==> config.mk <==
export PLATFORM = sky130hd
export DESIGN_NAME = micro_sequencer
export DESIGN_NICKNAME = d
export VERILOG_FILES = /design/src/rtl/micro_sequencer_pkg.sv /design/src/rtl/micro_sequencer_seq_rom.sv /design/src/rtl/micro_sequencer.sv
export SDC_FILE = /design/constraint.sdc
export NUM_CORES = 1
export LEC_CHECK = 0
export CAP_MARGIN = 40
export CORE_MARGIN = 8
export CORE_UTILIZATION = 42
export CTS_BUF_LIST = sky130_fd_sc_hd__clkbuf_16
export DETAILED_ROUTE_END_ITERATION = 8
export HOLD_SLACK_MARGIN = 0.12
export PLACE_DENSITY = 0.71
export SYNTH_ARGS = -nofsm -noshare
export SYNTH_HDL_FRONTEND = slang
export SYNTH_SLANG_ARGS = --single-unit
==> constraint.sdc <==
create_clock -name clk -period 2.1 [get_ports clk]
set_clock_uncertainty 0.05 [all_clocks]
set_input_delay 0.42 -clock clk [delete_from_list [all_inputs] [get_ports clk]]
set_output_delay 0.42 -clock clk [all_outputs]
set_load 0.1 [all_outputs]
==> src/rtl/micro_sequencer_pkg.sv <==
// micro_sequencer_pkg: sequencer types, micro-step table and table-size helpers
package micro_sequencer_pkg;
  typedef enum logic [1:0] {SEQ_RST, SEQ_FETCH, SEQ_EXEC, SEQ_HALT} seq_state_t;
  typedef enum logic [1:0] {ADDR_NONE, ADDR_PC, ADDR_HL, ADDR_SP} addr_sel_t;
  typedef enum logic [2:0] {CTL_NOP, CTL_HALT, CTL_LD_R8_D8, CTL_LD_HL_R8, CTL_JR_CC} ctl_op_t;
  typedef struct packed {
    addr_sel_t addr_sel;
    logic      inc_pc;
    logic      mem_to_r8;
    logic      r8_to_mem;
    logic      cond_chk;
  } micro_t;
  localparam micro_t M_IDLE = '{ADDR_NONE, 1'b0, 1'b0, 1'b0, 1'b0};
  function automatic int unsigned seq_len(input ctl_op_t op);
    case (op)
      CTL_LD_R8_D8, CTL_LD_HL_R8: return 1;
      CTL_JR_CC: return 2;
      default: return 0;
    endcase
  endfunction
  function automatic micro_t seq_step(input ctl_op_t op, input int unsigned idx);
    micro_t m = M_IDLE;
    case (op)
      CTL_LD_R8_D8: if (idx == 0) m = '{ADDR_PC, 1'b1, 1'b1, 1'b0, 1'b0};
      CTL_LD_HL_R8: if (idx == 0) m = '{ADDR_HL, 1'b0, 1'b0, 1'b1, 1'b0};
      CTL_JR_CC: if (idx == 0) m = '{ADDR_PC, 1'b1, 1'b0, 1'b0, 1'b1};
      default: m = M_IDLE;
    endcase
    return m;
  endfunction
  function automatic int unsigned max_seq_len();
    int unsigned mx = 0;
    for (int i = 0; i < 8; i++)
      if (seq_len(ctl_op_t'(3'(i))) > mx) mx = seq_len(ctl_op_t'(3'(i)));
    return mx;
  endfunction
endpackage

==> src/rtl/micro_sequencer_seq_rom.sv <==
// micro_sequencer_seq_rom: combinational lookup of op length and current micro-step
module micro_sequencer_seq_rom
  import micro_sequencer_pkg::*;
#(
  parameter int IDX_W = 3
) (
  input  ctl_op_t          op,
  input  logic [IDX_W-1:0] idx,
  output logic [IDX_W:0]   len,
  output micro_t           step
);
  assign len  = (IDX_W + 1)'(seq_len(op));
  assign step = seq_step(op, 32'(idx));
endmodule

==> src/rtl/micro_sequencer.sv <==
// micro_sequencer: table-driven M-cycle sequencer with stall hold, early exit and HALT
module micro_sequencer
  import micro_sequencer_pkg::*;
#(
  parameter  int MAX_STEPS = 6,
  localparam int IDX_W     = $clog2(MAX_STEPS)
) (
  input  logic             clk,
  input  logic             rst_n,
  input  ctl_op_t          ctl_op,
  input  logic             mem_wait,
  input  logic             cond_met,
  input  logic             irq_pending,
  output addr_sel_t        addr_sel,
  output logic             inc_pc,
  output logic             fetch_cycle,
  output logic             mem_to_r8,
  output logic             r8_to_mem,
  output logic [IDX_W-1:0] step_idx,
  output logic             halted
);
  if (MAX_STEPS < 2) begin : g_min_steps
    $error("micro_sequencer: MAX_STEPS must be >= 2");
  end
  if (max_seq_len() > MAX_STEPS) begin : g_table_fit
    $error("micro_sequencer: a micro-sequence is longer than MAX_STEPS");
  end
  seq_state_t       state, nxt_state;
  ctl_op_t          op_q, nxt_op;
  logic [IDX_W-1:0] step_q, nxt_step;
  logic [IDX_W:0]   len;
  micro_t           m;
  logic             adv, done;
  assign adv = !mem_wait;
  micro_sequencer_seq_rom #(.IDX_W(IDX_W)) u_rom (
    .op  (state == SEQ_FETCH ? ctl_op : op_q),
    .idx (step_q),
    .len (len),
    .step(m)
  );
  assign done = ({1'b0, step_q} == len - 1'b1) || (step_q == IDX_W'(MAX_STEPS - 1))
             || (m.cond_chk && !cond_met);
  assign step_idx = state == SEQ_EXEC ? step_q : '0;
  // state register; reset abandons any op in flight
  always_ff @(posedge clk or negedge rst_n)
    if (!rst_n) begin
      state  <= SEQ_RST;
      op_q   <= CTL_NOP;
      step_q <= '0;
    end else begin
      state  <= nxt_state;
      op_q   <= nxt_op;
      step_q <= nxt_step;
    end
  // next state and per-cycle bus/datapath strobes; stalls freeze everything
  always_comb begin
    nxt_state   = state;
    nxt_op      = op_q;
    nxt_step    = step_q;
    addr_sel    = ADDR_NONE;
    inc_pc      = 1'b0;
    fetch_cycle = 1'b0;
    mem_to_r8   = 1'b0;
    r8_to_mem   = 1'b0;
    halted      = 1'b0;
    case (state)
      SEQ_RST: nxt_state = SEQ_FETCH;
      SEQ_FETCH: begin
        fetch_cycle = 1'b1;
        addr_sel    = ADDR_PC;
        inc_pc      = adv;
        if (adv) begin
          nxt_op    = ctl_op;
          nxt_step  = '0;
          nxt_state = ctl_op == CTL_HALT ? SEQ_HALT : len == '0 ? SEQ_FETCH : SEQ_EXEC;
        end
      end
      SEQ_EXEC: begin
        addr_sel  = m.addr_sel;
        r8_to_mem = m.r8_to_mem;
        inc_pc    = m.inc_pc & adv;
        mem_to_r8 = m.mem_to_r8 & adv;
        if (adv) begin
          nxt_step  = done ? '0 : step_q + 1'b1;
          nxt_state = done ? SEQ_FETCH : SEQ_EXEC;
        end
      end
      SEQ_HALT: begin
        halted = 1'b1;
        if (irq_pending) nxt_state = SEQ_FETCH;
      end
      default: nxt_state = SEQ_RST;
    endcase
  end
endmodule
### After elaboration in Yosys (flattened, before gate mapping)

Cells that the tools add are included.

* register bits: 8
* input bits: 8
* output and inout port bits: 10
* logic and storage cells: 57

* add/subtract/negate cells: 2
* equality and inequality tests: 12
* muxes and demuxes: 24
* bitwise operators: 3
* reductions and logical operators: 13

Operator list (number)
* one-hot mux 6 bit (3 select lines): 1
* 2-to-1 mux 3 bit: 5
* 2-to-1 mux 2 bit: 6
* 2-to-1 mux 5 bit: 2
* one-hot mux 2 bit (2 select lines): 2
* one-hot mux 2 bit (4 select lines): 1
* equality test 3 x 2 -> 1 bit, second input constant: 2
* equality test 3 bit, second input constant: 2
* 2-to-1 mux 6 bit: 1
* inequality test 2 bit, second input constant: 3
* one-hot mux 3 bit (2 select lines): 1
* AND reduction 3 bit: 2
* equality test 2 bit, second input constant: 2
* equality test 3 x 4 -> 1 bit: 1
* logical NOT 4 bit: 1
* 2-to-1 mux 1 bit: 4
* subtractor 4 x 1 -> 4 bit, second input constant: 1
* adder 3 x 1 -> 3 bit, second input constant: 1
* equality test 3 x 1 -> 1 bit, second input constant: 1
* logical NOT 3 bit: 1
* bitwise AND 1 bit: 2
* equality test 2 x 1 -> 1 bit, second input constant: 1
* logical NOT 1 bit: 2
* logical NOT 2 bit: 1
* 7 further kinds: 8

### Longest topological paths before layout

* depth in word-level cells: 12
* mapped depth: 10
* depth with buffers taken out: 9

### Hierarchy

A second synthesis with hierarchy kept.

* cell total of the unflattened synthesis: 86
* area total of the unflattened synthesis: 782.0 µm²

Modules (own cells, without submodules)
* micro_sequencer: instances 1, cells an instance 71, area an instance 688.2 µm², sequential area each 200.2 µm²
* micro_sequencer_seq_rom: instances 1, cells an instance 15, area an instance 93.8 µm², sequential area each 0.0 µm²

### Worst setup path before layout

OpenSTA, ideal clock, no wires.

* kind: register to output
* start point: register state[1]
* end point: output mem_to_r8
* arrival time: 4.939 ns
* required time: 1.630 ns
* setup slack: -3.309 ns
* stages on the path, launching flop included: 6
* buffers on the path: 1
* cells stage by stage: dfrtp_1 -> inv_1 -> ha_1 -> buf_6 -> mux2i_1 -> nor4b_1

* word-level cells in the longest chain between the ends: 6
* elaborated cells on any way between the ends: 9
* classes of those cells: 5 x eq/ne; 3 x mux; 1 x bitwise

RTL lines
* start, declared: line micro_sequencer.sv:28 `seq_state_t state, nxt_state;`
* start signal, assigned: line micro_sequencer.sv:51 `state <= nxt_state;`
* equality test 2 x 1 -> 1 bit: line micro_sequencer.sv:36 `.op (state == SEQ_FETCH ? ctl_op : op_q),`
* 2-to-1 mux 3 bit: line micro_sequencer.sv:36
* equality test 3 bit or equality test 3 x 2 -> 1 bit (tied branches): line micro_sequencer_pkg.sv:23 `case (op)`
* one-hot mux 6 bit (3 select lines): line micro_sequencer_pkg.sv:23
* bitwise AND 1 bit: line micro_sequencer.sv:82 `mem_to_r8 = m.mem_to_r8 & adv;`
* 2-to-1 mux 1 bit *: line micro_sequencer.sv:66 `case (state)`
* end, declared: line micro_sequencer.sv:17 `output logic mem_to_r8,`

Every way passes the cells marked *; elsewhere a longest branch is shown, timed or not.

### Worst setup path after layout

* start point: register state[0]
* end point: register state[1]

* word-level cells in the longest chain between the ends: 12
* elaborated cells on any way between the ends: 27
* classes of those cells: 1 x add/sub; 10 x eq/ne; 9 x mux; 7 x reduce/logical

RTL lines
* equality test 2 x 1 -> 1 bit: line micro_sequencer.sv:36, micro_sequencer.sv:66
* 2-to-1 mux 3 bit: line micro_sequencer.sv:36
* equality test 3 x 2 -> 1 bit: line micro_sequencer_pkg.sv:15, micro_sequencer_pkg.sv:23
* OR reduction 2 bit: line micro_sequencer_pkg.sv:15 `case (op)`
* one-hot mux 2 bit (2 select lines): line micro_sequencer_pkg.sv:15
* subtractor 4 x 1 -> 4 bit: line micro_sequencer.sv:41 `assign done = ({1'b0, step_q} == len - 1'b1) || (step_q == IDX_W'(MAX_STEPS - 1))`
* equality test 3 x 4 -> 1 bit: line micro_sequencer.sv:41
* logical OR 1 bit: line micro_sequencer.sv:41
* logical OR 1 bit: line micro_sequencer.sv:42 `|| (m.cond_chk && !cond_met);`
* 2-to-1 mux 2 bit: line micro_sequencer.sv:85 `nxt_state = done ? SEQ_FETCH : SEQ_EXEC;`
* 2-to-1 mux 2 bit: line micro_sequencer.sv:83 `if (adv) begin`
* one-hot mux 2 bit (4 select lines): line micro_sequencer.sv:66

Parallel ways exist; a longest one is shown, timed or not. The select of a mux whose other input is x is not followed.
A chain may end at the register's enable or synchronous reset.

==> results by group <==
GRT
  • Total track usage: 0.186
  • Largest net degree at the start of global routing: 9
  • First-pass GRT wire length: 4.71 mm
  • Vias in the first global route: 911
  • GRT overflow: 0
  • Initial antenna violation count: 0

Setup path
  • Critical Path Start: state[0]
  • Worst EP arrival: 2410 ps
  • Register-to-register setup slack: -230 ps
  • R2R cell count: 8
  • Crit-path most repeated cell: ha_4
  • Crit Path Max Fanout: 6
  • Launch point of the worst reg-to-reg path: state[0]
  • Crit-path cells: ha_4, and4bb_1, a31oi_4, ha_4, xnor2_2, nor3_2, a211o_2, a221oi_2
  • Slowest CP cell: dfrtp_2
  • Crit path capture type: flop
  • Critical path launch point type: flop
  • Slowest stage delay, CP: 430 ps
  • Crit path kind: reg2reg
  • CP required: 2180 ps
  • R2r endpoint: state[1]

Die
  • Top-Level Pins: 18
  • Die ar.: 3220 um2
  • Starting Density: 0.457
  • Chip height: 56.7 um
  • Site Rows: 14
  • Core box area: 1520 um2
  • Die X: 56.7 um

Logic synthesis
  • Ys Warns: 0
  • Register area share after synthesis: 0.287
  • Synth unique cells: 28
  • Syn nets: 92
  • Post-Syn Area per Cell: 9.05 um2
  • Syn Inst Count: 77
  • Post-synth design cell area: 697 um2
  • Synthesized flop and latch total: 8

Placed design
  • Port bufs: 17
  • Post-Place Cell Area: 1210 um2
  • Dpl cells: 127
  • Gpl congestion: 0.906
  • Hpwl dp: 1.68 mm

Status
  • Status: finished with violations
  • Failing checks: negative setup slack

Routing
  • First-pass iteration count of the detailed router: 4
  • DRT Wirelength: 3.36 mm
  • Vias per cell: 6.28
  • Drt initial violations: 31
  • Wire per inst: 24.5 um
  • Vias: 860
  • Drt drc: 0
  • DRT antenna net count: 0

STA
  • Max-slew headroom: 0.417
  • Fin Hold WS: 436 ps
  • Fmax: 0.429 GHz
  • Slew @ Worst Pin: 866 ps
  • Min Tclk post-route: 2330 ps
  • Final hold vios: 0
  • Endpoints failing setup: 10
  • RSZ-0062 raised after global routing: true
  • Final WS setup: -231 ps
  • Fin. max-slew vios: 0
  • Post-route clock period utilization: 1.11

Power and ir drop
  • Maximum VDD drop: 1.47 mV
  • P_leak: 0.599 nW
  • Power per cell area: 1860 nW/um2

Cells and area
  • Diode count: 0
  • Fillers: 44
  • Finished Cell Area: 1430 um2
  • Layout area overhead: 105%
  • Final non-filler cell total: 137
  • Fin nets: 138
  • Layout cells sized above 1: 0.579
  • Fin util: 0.939

CTS
  • Root Driver: clkbuf_16
  • CTS H-tree depth: 1
  • Hold buffers post-CTS: 0
  • Clock-pin slew on the worst setup and hold paths: 40 ps
  • CTS Buf Count: 3
  • CTS tree: done
  • Max clock buf depth: 2
  • Worst-Skew Late Latency: 240 ps
  • # clock sinks: 8

Min path
  • Min-Delay Path Class: in2async

Run
  • Number of max-cap violations: 0
## report_power, final
group	leakage, nW	switching (mW)	internal (mW)
Clock	0.0370	0.0804	0.246
Sequential	0.0987	0.0769	0.224
Combinational	0.463	1.15	0.889
Total	0.599	1.31	1.36
## per-layer routing
layer,global-route usage,vias to the layer above,part of all wire
li1,-,360,-
met1,0.204,423,0.38
met2,0.313,64,0.50
met3,0.0584,13,0.083
met4,0.0940,0,0.035
met5,0,-,0
## cells in the mapped netlist (all sizes together)
cell	count	area [um2]
and4bb	1	12.5
nor3	3	15.0
ha	7	87.6
a221oi	2	23.8
o31ai	2	15.0
a211o	1	10.0
o32a	1	22.5
nand2	7	26.3
o21ai	6	30.0
mux2i	2	20.0
nor3b	1	7.51
a21oi	4	20.0
xnor2	3	26.3
a31oi	1	21.3
nor4	1	6.26
and2	1	6.26
dfrtp	8	200
nor2b	1	6.26
buf	2	16.3
o21bai	1	7.51
nand2b	2	12.5
nor4b	2	17.5
mux2	2	22.5
nand3b	1	7.51
inv	8	30.0
nor2	7	26.3
## cell usage in the layout, fill, tap and decap left out, types with 2 or more instances in the layout
cell	Yosys	final
clkdlybuf4s50_1	0	4
inv_1	8	4
dfrtp_1	8	6
buf_12	0	10
inv_2	0	3
nor3_4	0	2
ha_4	0	3
a21oi_1	4	3
a221oi_2	1	2
o21ai_0	6	4
buf_6	1	7
nand2_1	7	6
o21ai_2	0	2
mux2_2	2	2
buf_4	0	19
nand2b_1	2	2
ha_1	7	4
clkbuf_16	0	3
nor2_4	0	3
dlygate4sd2_1	0	3
xnor2_1	3	2
dfrtp_2	0	2
nor2_1	7	4
## logic make-up after synthesis
group                      synth area share
muxes                                0.0610
DFF                                   0.287
AOI/OAI and AO/OA                     0.215
adders and majority gates             0.126
xor gates and xnor gates             0.0377
buffers and inverters                0.0664
and+or+nand+nor                       0.206
## critical path: cells and delay by family (launching register included)
kind / cells / cell delay (ps)
compound gates: 3 / 840
xor+xnor: 1 / 140
fa+ha+maj: 2 / 440
flops: 1 / 430
simple gates: 2 / 320
## worst max-delay path by stage
stage,endpoint,slack (ps),depth (start not counted)
floorplan,mem_to_r8,-780,6
CTS,addr_sel[1],-200,6
global route,mem_to_r8,-250,5
finish,state[1],-230,8
detailed placement,state[1],-450,8
global placement,state[1],-400,8
## timing repair
item	CTS	global route
endpoints found under the setup margin	10	12
gates resized for setup	24	6
pin swaps	15	3
setup buffers	5	2
## state kept, by name, indices dropped and copies added, names as in the netlist
signal	count
op_q	3
step_q	3
state	2
## area by class of cell
type	count	area, um2	share of cell area
multi-input combinational	59	613	0.428
timing repair buffer	43	488	0.341
sequential	8	203	0.142
clock buffer	3	75.1	0.0524
inverter	8	32.5	0.0227
tap	16	20.0	0.0140
## through the flow
stage | setup WS, ps | setup TNS (ps) | power [mW]
floorplan | -776 | -4580 | 1.35
global placement | -401 | -2530 | 1.84
detailed placement | -452 | -2880 | 1.87
CTS | -204 | -1020 | 2.47
global route | -255 | -2000 | 2.74
finish | -231 | -1540 | 2.67
Note: power is estimated with default switching activity, not from simulation.
